$ cat config.mk
export PLATFORM = sky130hd
export DESIGN_NAME = ahb_bridge_arbiter
export DESIGN_NICKNAME = d
export VERILOG_FILES = /design/src/rtl/ahb_bridge_arbiter_pkg.sv /design/src/rtl/ahb_bridge_arbiter_rr_arbiter.sv /design/src/rtl/ahb_bridge_arbiter.sv
export SDC_FILE = /design/constraint.sdc
export NUM_CORES = 1
export LEC_CHECK = 0
export ABC_AREA = 1
export CAP_MARGIN = 10
export CORE_AREA = 2 2 138 140
export DETAILED_ROUTE_END_ITERATION = 6
export DIE_AREA = 0 0 140 142
export PLACE_DENSITY = 0.51
export RECOVER_POWER = 25
export SKIP_LAST_GASP = 1
export SLEW_MARGIN = 30
export SYNTH_ARGS = -nofsm -noshare
export SYNTH_HDL_FRONTEND = slang
export SYNTH_HIERARCHICAL = 1
export SYNTH_SLANG_ARGS = --single-unit
export TNS_END_PERCENT = 10
$ cat constraint.sdc
create_clock -name Hclk -period 3.9 [get_ports Hclk]
set_clock_uncertainty 0.2 [all_clocks]
set_input_delay 0.78 -clock Hclk [delete_from_list [all_inputs] [get_ports Hclk]]
set_output_delay 0.78 -clock Hclk [all_outputs]
set_load 0.005 [all_outputs]
$ cat src/rtl/ahb_bridge_arbiter_pkg.sv
// Shared AHB encodings and arbiter state type for the bridge arbiter.
package ahb_bridge_pkg;

   localparam logic [1:0] HTRANS_IDLE   = 2'b00;
   localparam logic [1:0] HTRANS_BUSY   = 2'b01;
   localparam logic [1:0] HTRANS_NONSEQ = 2'b10;
   localparam logic [1:0] HTRANS_SEQ    = 2'b11;

   localparam logic [1:0] HRESP_OKAY    = 2'b00;
   localparam logic [1:0] HRESP_ERROR   = 2'b01;
   localparam logic [1:0] HRESP_RETRY   = 2'b10;
   localparam logic [1:0] HRESP_SPLIT   = 2'b11;

   typedef enum logic [1:0] {
      ARB_IDLE  = 2'd0,
      ARB_GRANT = 2'd1,
      ARB_OWN   = 2'd2
   } arb_state_t;

endpackage

$ cat src/rtl/ahb_bridge_arbiter_rr_arbiter.sv
// Combinational round-robin pick: first requester at or after ptr, wrapping.
module rr_arbiter
   import ahb_bridge_pkg::*;
#(
   parameter int unsigned N     = 3,
   parameter int unsigned PTR_W = 2
) (
   input  logic [N-1:0]     req,
   input  logic [PTR_W-1:0] ptr,
   output logic [N-1:0]     gnt,
   output logic             valid
);

   // Scan N positions starting at ptr; the first set request wins.
   always_comb begin
      int unsigned      idx;
      logic [PTR_W-1:0] sel;
      gnt   = '0;
      valid = 1'b0;
      idx   = 0;
      sel   = '0;
      for (int unsigned k = 0; k < N; k++) begin
         idx = 32'(ptr) + k;
         if (idx >= N) idx = idx - N;
         sel = PTR_W'(idx);
         if (!valid && req[sel]) begin
            gnt[sel] = 1'b1;
            valid    = 1'b1;
         end
      end
   end

endmodule

$ cat src/rtl/ahb_bridge_arbiter.sv
// Multi-master arbiter sharing one AHB-to-APB bridge slave port.
// Address path follows the address-phase owner, write data follows the
// data-phase owner so a handover overlaps the old data and new address phases.
module ahb_bridge_arbiter
   import ahb_bridge_pkg::*;
#(
   parameter int unsigned NUM_MASTERS = 3,
   parameter int unsigned ADDR_W      = 32,
   parameter int unsigned DATA_W      = 32,
   parameter int unsigned MAX_HOLD    = 16
) (
   input  logic                          Hclk,
   input  logic                          Hreset,
   input  logic [NUM_MASTERS-1:0]        Hbusreq,
   output logic [NUM_MASTERS-1:0]        Hgrant,
   input  logic [NUM_MASTERS*ADDR_W-1:0] M_Haddr,
   input  logic [NUM_MASTERS*2-1:0]      M_Htrans,
   input  logic [NUM_MASTERS-1:0]        M_Hwrite,
   input  logic [NUM_MASTERS*DATA_W-1:0] M_Hwdata,
   output logic [ADDR_W-1:0]             Haddr,
   output logic [1:0]                    Htrans,
   output logic                          Hwrite,
   output logic [DATA_W-1:0]             Hwdata,
   output logic                          Hreadyin,
   input  logic                          Hreadyout,
   input  logic [1:0]                    Hresp,
   input  logic [DATA_W-1:0]             Hrdata,
   output logic                          M_Hready,
   output logic [1:0]                    M_Hresp,
   output logic [DATA_W-1:0]             M_Hrdata,
   output logic [NUM_MASTERS-1:0]        addr_owner
);

   localparam int unsigned PTR_W = $clog2(NUM_MASTERS);
   localparam int unsigned CNT_W = $clog2(MAX_HOLD + 1);

   arb_state_t             state;
   logic [PTR_W-1:0]       rr_ptr;
   logic [CNT_W-1:0]       hold_cnt;
   logic [NUM_MASTERS-1:0] data_owner;
   logic                   data_valid;

   logic [PTR_W-1:0]       owner_idx;
   logic [ADDR_W-1:0]      owner_addr;
   logic [1:0]             owner_trans;
   logic                   owner_write;
   logic                   owner_req;
   logic [DATA_W-1:0]      wdata_mux;
   logic [PTR_W-1:0]       next_ptr;
   logic [PTR_W-1:0]       arb_ptr;
   logic [NUM_MASTERS-1:0] pick_gnt;
   logic                   pick_valid;
   logic                   rearb;

   // Select the address-phase owner's request and control slices.
   always_comb begin
      owner_idx   = '0;
      owner_addr  = '0;
      owner_trans = HTRANS_IDLE;
      owner_write = 1'b0;
      owner_req   = 1'b0;
      for (int unsigned i = 0; i < NUM_MASTERS; i++) begin
         if (addr_owner[i]) begin
            owner_idx   = PTR_W'(i);
            owner_addr  = M_Haddr[i*ADDR_W +: ADDR_W];
            owner_trans = M_Htrans[i*2 +: 2];
            owner_write = M_Hwrite[i];
            owner_req   = Hbusreq[i];
         end
      end
   end

   // Select write data of the data-phase owner; zero when no data phase.
   always_comb begin
      wdata_mux = '0;
      for (int unsigned i = 0; i < NUM_MASTERS; i++) begin
         if (data_valid && data_owner[i]) wdata_mux = M_Hwdata[i*DATA_W +: DATA_W];
      end
   end

   assign next_ptr = (owner_idx == PTR_W'(NUM_MASTERS - 1)) ? '0 : owner_idx + PTR_W'(1);
   assign arb_ptr  = (state == ARB_OWN) ? next_ptr : rr_ptr;

   // Release when the owner drops its request, or when its quota is used up
   // at a point that does not split a burst.
   assign rearb = !owner_req ||
                  ((hold_cnt >= CNT_W'(MAX_HOLD)) &&
                   (owner_trans != HTRANS_SEQ) && (owner_trans != HTRANS_BUSY));

   rr_arbiter #(
      .N     (NUM_MASTERS),
      .PTR_W (PTR_W)
   ) u_rr (
      .req   (Hbusreq),
      .ptr   (arb_ptr),
      .gnt   (pick_gnt),
      .valid (pick_valid)
   );

   // Arbitration FSM, hold counter and data-phase tracking.
   always_ff @(posedge Hclk) begin
      if (Hreset) begin
         state      <= ARB_IDLE;
         Hgrant     <= '0;
         addr_owner <= '0;
         data_owner <= '0;
         data_valid <= 1'b0;
         rr_ptr     <= '0;
         hold_cnt   <= '0;
      end else begin
         if (Hreadyout) begin
            data_owner <= addr_owner;
            data_valid <= Htrans[1];
         end
         case (state)
            ARB_IDLE: begin
               if (pick_valid) begin
                  Hgrant <= pick_gnt;
                  state  <= ARB_GRANT;
               end
            end
            ARB_GRANT: begin
               if (Hreadyout) begin
                  addr_owner <= Hgrant;
                  hold_cnt   <= '0;
                  state      <= ARB_OWN;
               end
            end
            ARB_OWN: begin
               if (Hreadyout) begin
                  if (owner_trans[1] && (hold_cnt < CNT_W'(MAX_HOLD)))
                     hold_cnt <= hold_cnt + CNT_W'(1);
                  if (rearb) begin
                     rr_ptr <= next_ptr;
                     if (pick_valid) begin
                        Hgrant <= pick_gnt;
                        state  <= ARB_GRANT;
                     end else begin
                        Hgrant     <= '0;
                        addr_owner <= '0;
                        state      <= ARB_IDLE;
                     end
                  end
               end
            end
            default: state <= ARB_IDLE;
         endcase
      end
   end

   assign Haddr    = owner_addr;
   assign Htrans   = owner_trans;
   assign Hwrite   = owner_write;
   assign Hwdata   = wdata_mux;
   assign Hreadyin = Hreadyout;
   assign M_Hready = Hreadyout;
   assign M_Hresp  = Hresp;
   assign M_Hrdata = Hrdata;

endmodule

==> results <==
- The run finished, with violations left.
- The checks that failed: DRC.
- Entering global routing, the biggest net connects 65 pins.
- TritonCTS built the clock tree.
- The number of antenna violations at the first check in global routing is 1.
- The number of max-slew violations in the final report is 0.
- The number of buffers created by CTS is 3.
- The first detailed-routing pass ran for 7 iterations.
- The cell sitting at the root of the clock tree is a clkbuf_16.
- For this run, the number of Yosys warnings is 6.
- The chip width is 140 um.
- The synthesized area divided by synthesized cell count is approximately 5.5 um^2.
- Timing would allow up to 301.4 MHz.
- The core region is 0.01846 mm^2.
- The number of library cell types mapped by synthesis is 27.
- The relative area change from synthesis to final layout is 96.75%.
- In the final design database the tool counted 1004 nets.
- The pre-CTS worst setup slack is 0.6237 ns.
- The count of endpoints failing hold in the final timing report came to 0.
- The area of the die is 0.01988 mm^2.
- The library cells used most frequently in the layout, excluding fill and tap cells, are clkdlybuf4s50_1, nand3_1, nand2_1, nor2_1, nand4_1.
- The number of maximum-capacitance constraint violations is 0.
- The clock-pin slew on the worst setup and hold paths is about 0.060 ns.
- Summing all multi-input logic gate instances after layout gives 0.002043 mm^2.
- The insertion delay to the later sink of the worst-skew pair is between 0.2 and 0.3 ns.
- The global route total overflow is 0.
- The worst setup path is captured at a flop.
- The worst setup path category is flop to flop.
- Fill cells in the final layout number 2004.
- Data on the critical path arrives at its endpoint at ~3.2 ns.
- The required arrival time at the worst endpoint is 3.82 ns.
- The family of cells with the greatest summed delay on the critical path is simple AND/OR/NAND/NOR gates.
- Dividing the detail-routed wire length by the instance count gives 15.13 um.
- By area the synthesized netlist is led by nand3_1, nand2_1, dfxtp_1, buf_4, nand4_1.
- The number of register bits inferred by synthesis is 19.
- The setup violation total in the final timing report is 0.
- The top cell type's share of synthesized area is 0.1959.
- The cell that appears most often on the critical path is nand2_1.
- The commonest non-fill, non-tap cell in the layout is clkdlybuf4s50_1.
- In this run the power density over the cells is 167.3 mW/mm^2.
- In this run the number of H-tree levels came out at 1.
- For the pin with the worst max-slew slack, the measured transition is 0.6443 ns.
- Pin placement for this block handled between 300 and 400 I/O pins.
- The row count is 50.
- The post-detailed-routing wire length is between 15 and 20 mm.
- The half-perimeter wire length after detailed placement is roughly 12 mm.
- The post-cts repair resize count is 0.
- After synthesis the cells add up to 0.002964 mm^2.
- In the global route stage, overall resource usage came out at 0.1461.
- The number of clock sinks is 19.
- The proportion of synthesized chip area in sequential cells is 0.1283.
- Across the whole layout, storage elements account for 382.9 um^2.
- The first-pass GRT wire length is between 20 and 25 mm.
- The maximum resistive drop on vdd is roughly 0.14 mV.
- Input and output buffers added on the ports amount to 281.
- The relative max-transition margin is 0.5699.
- Along the worst path, the maximum fanout reaches 11.
- When the netlist entered floorplanning its net count stood at just under 800.
- The post-cts hold buffer count is 0.
- Of the available clock period, the critical path in the final layout requires 0.8508.
- The worst path meets setup with approximately 0.58 ns of slack.
- Together, buffers and inverters on the worst path number 4.
- Once detail routing completed, the nets flagged for antenna violations numbered 0.
- The critical path goes through inv_1, nand2_1, o21ai_0, inv_1, ha_1, inv_2, nand2_1, nand3_1, nand2_2, nor2_2, nand3_1, inv_1, nand2_1, nor2_1, nor2_1, nor2_1, nand2_2, nand2_1, a21oi_1.
- The class of the most critical hold timing path is flop to flop.
- The vias after detailed routing is 4506.
- The via count normalized by instance count is 4.542.
- In the final timing run, aggregate negative setup slack is 0 ns.
- The number of setup buffers added after CTS is 0.
- The chip height is 142 um.
- The clock period could shrink to 3.318 ns.
- The worst setup path is launched from a flop.
- The fraction of layout cells with a size suffix above 1 is 0.05416.
- The largest single stage delay on the critical path is 0.43 ns.
- The library cell occupying the most area in the post-synthesis netlist is nand3_1.
- Hold timing on the final database bottoms out at a slack of 0.2731 ns.
- The number of global-route vias before repair is approximately 4.4k.
- For this configuration, the core starts out at a cell density of 0.1606.
- The buffer levels on the longest clock path is 2.
- The final RePlAce weighted congestion is between 0.7 and 0.8.
- The cell count after synthesis is about 540.
- Overall power consumption after layout is estimated at 0.9758 mW.
- The slowest cell on the critical path is o21ai_0.
- The violation count after the first detailed-route iteration is approximately 250.
- The cell leakage power is 2.180 nW.
- In the routed design, unresolved DRC markers number 21.
- Setup repair after global routing left no endpoint under its margin.
-- per-stage QoR --
stage	utilization	cell area [um^2]	cells
3_3_place_gp	0.3116	5751	987
4_1_cts	0.3159	5829	991
5_1_grt	0.3160	5832	992
6_report	0.3160	5832	992
3_5_place_dp	0.3116	5751	987
2_1_floorplan	-	2964	536
-- where the power goes --
group | switching, mW | internal (mW) | total [mW]
clock network | 0.0757 | 0.139 | 0.215
logic | 0.214 | 0.319 | 0.533
registers | 0.0191 | 0.209 | 0.228
total | 0.309 | 0.667 | 0.976
-- Yosys cell counts (all sizes together) --
library cell  count
nand4            42
dfxtp            19
inv              29
nand2           122
ha                5
clkbuf           30
nor2             62
nand3           120
or2               1
a31oi            34
and3              1
a21oi            12
o21ai             9
o211a             1
nor3              1
buf              47
xnor2             1
-- worst paths after layout --
check / to / cells past startpoint / slack (ns) / from
max reg2reg: addr_owner[0] / 19 / 0.58 / state[0]
max: addr_owner[0] / 19 / 0.58 / state[0]
min: rr_ptr[1] / 2 / 0.27 / rr_ptr[1]
min reg2reg: rr_ptr[1] / 2 / 0.27 / rr_ptr[1]
-- worst reg2reg max path: cells and delay by family, from the launching register on --
kind | cells | cell delay (ns)
flip-flops | 1 | 0.31
AO/OA/AOI/OAI | 2 | 0.50
buffers and inverters | 4 | 0.37
AND/OR/NAND/NOR | 12 | 1.39
adder cells (fa/ha/maj) | 1 | 0.41
-- registers in the layout, indices dropped and copies added, names as in the netlist --
| name | cells |
|---|---|
| hold_cnt | 5 |
| Hgrant | 3 |
| addr_owner | 3 |
| data_owner | 3 |
| rr_ptr | 2 |
| state | 2 |
| data_valid | 1 |
-- area by class of cell --
class / instances / area share
Antenna cell: 1 / 0.0004291
Clock buffer: 4 / 0.01352
Inverter: 29 / 0.01867
Multi-Input combinational cell: 411 / 0.3504
Sequential cell: 19 / 0.06565
Tap cell: 234 / 0.05020
Timing Repair Buffer: 294 / 0.5012
-- kinds of logic after synthesis --
group           synth area share
fa+ha+maj                0.02111
simple gates              0.5538
buf+inv                   0.1832
compound gates            0.1106
flops                     0.1283
xor+xnor                0.002955
-- layer usage --
layer  vias up  routed length (um)  part of all wire  track usage
li1       2258                   -                 -            -
met1      2006                5928              0.40       0.1630
met2       232                7349              0.49       0.2634
met3        10                1438             0.096      0.05047
met4         0                 290             0.019      0.04359
met5         -                   0                 0            0
Power figures use the tool's default switching activity.
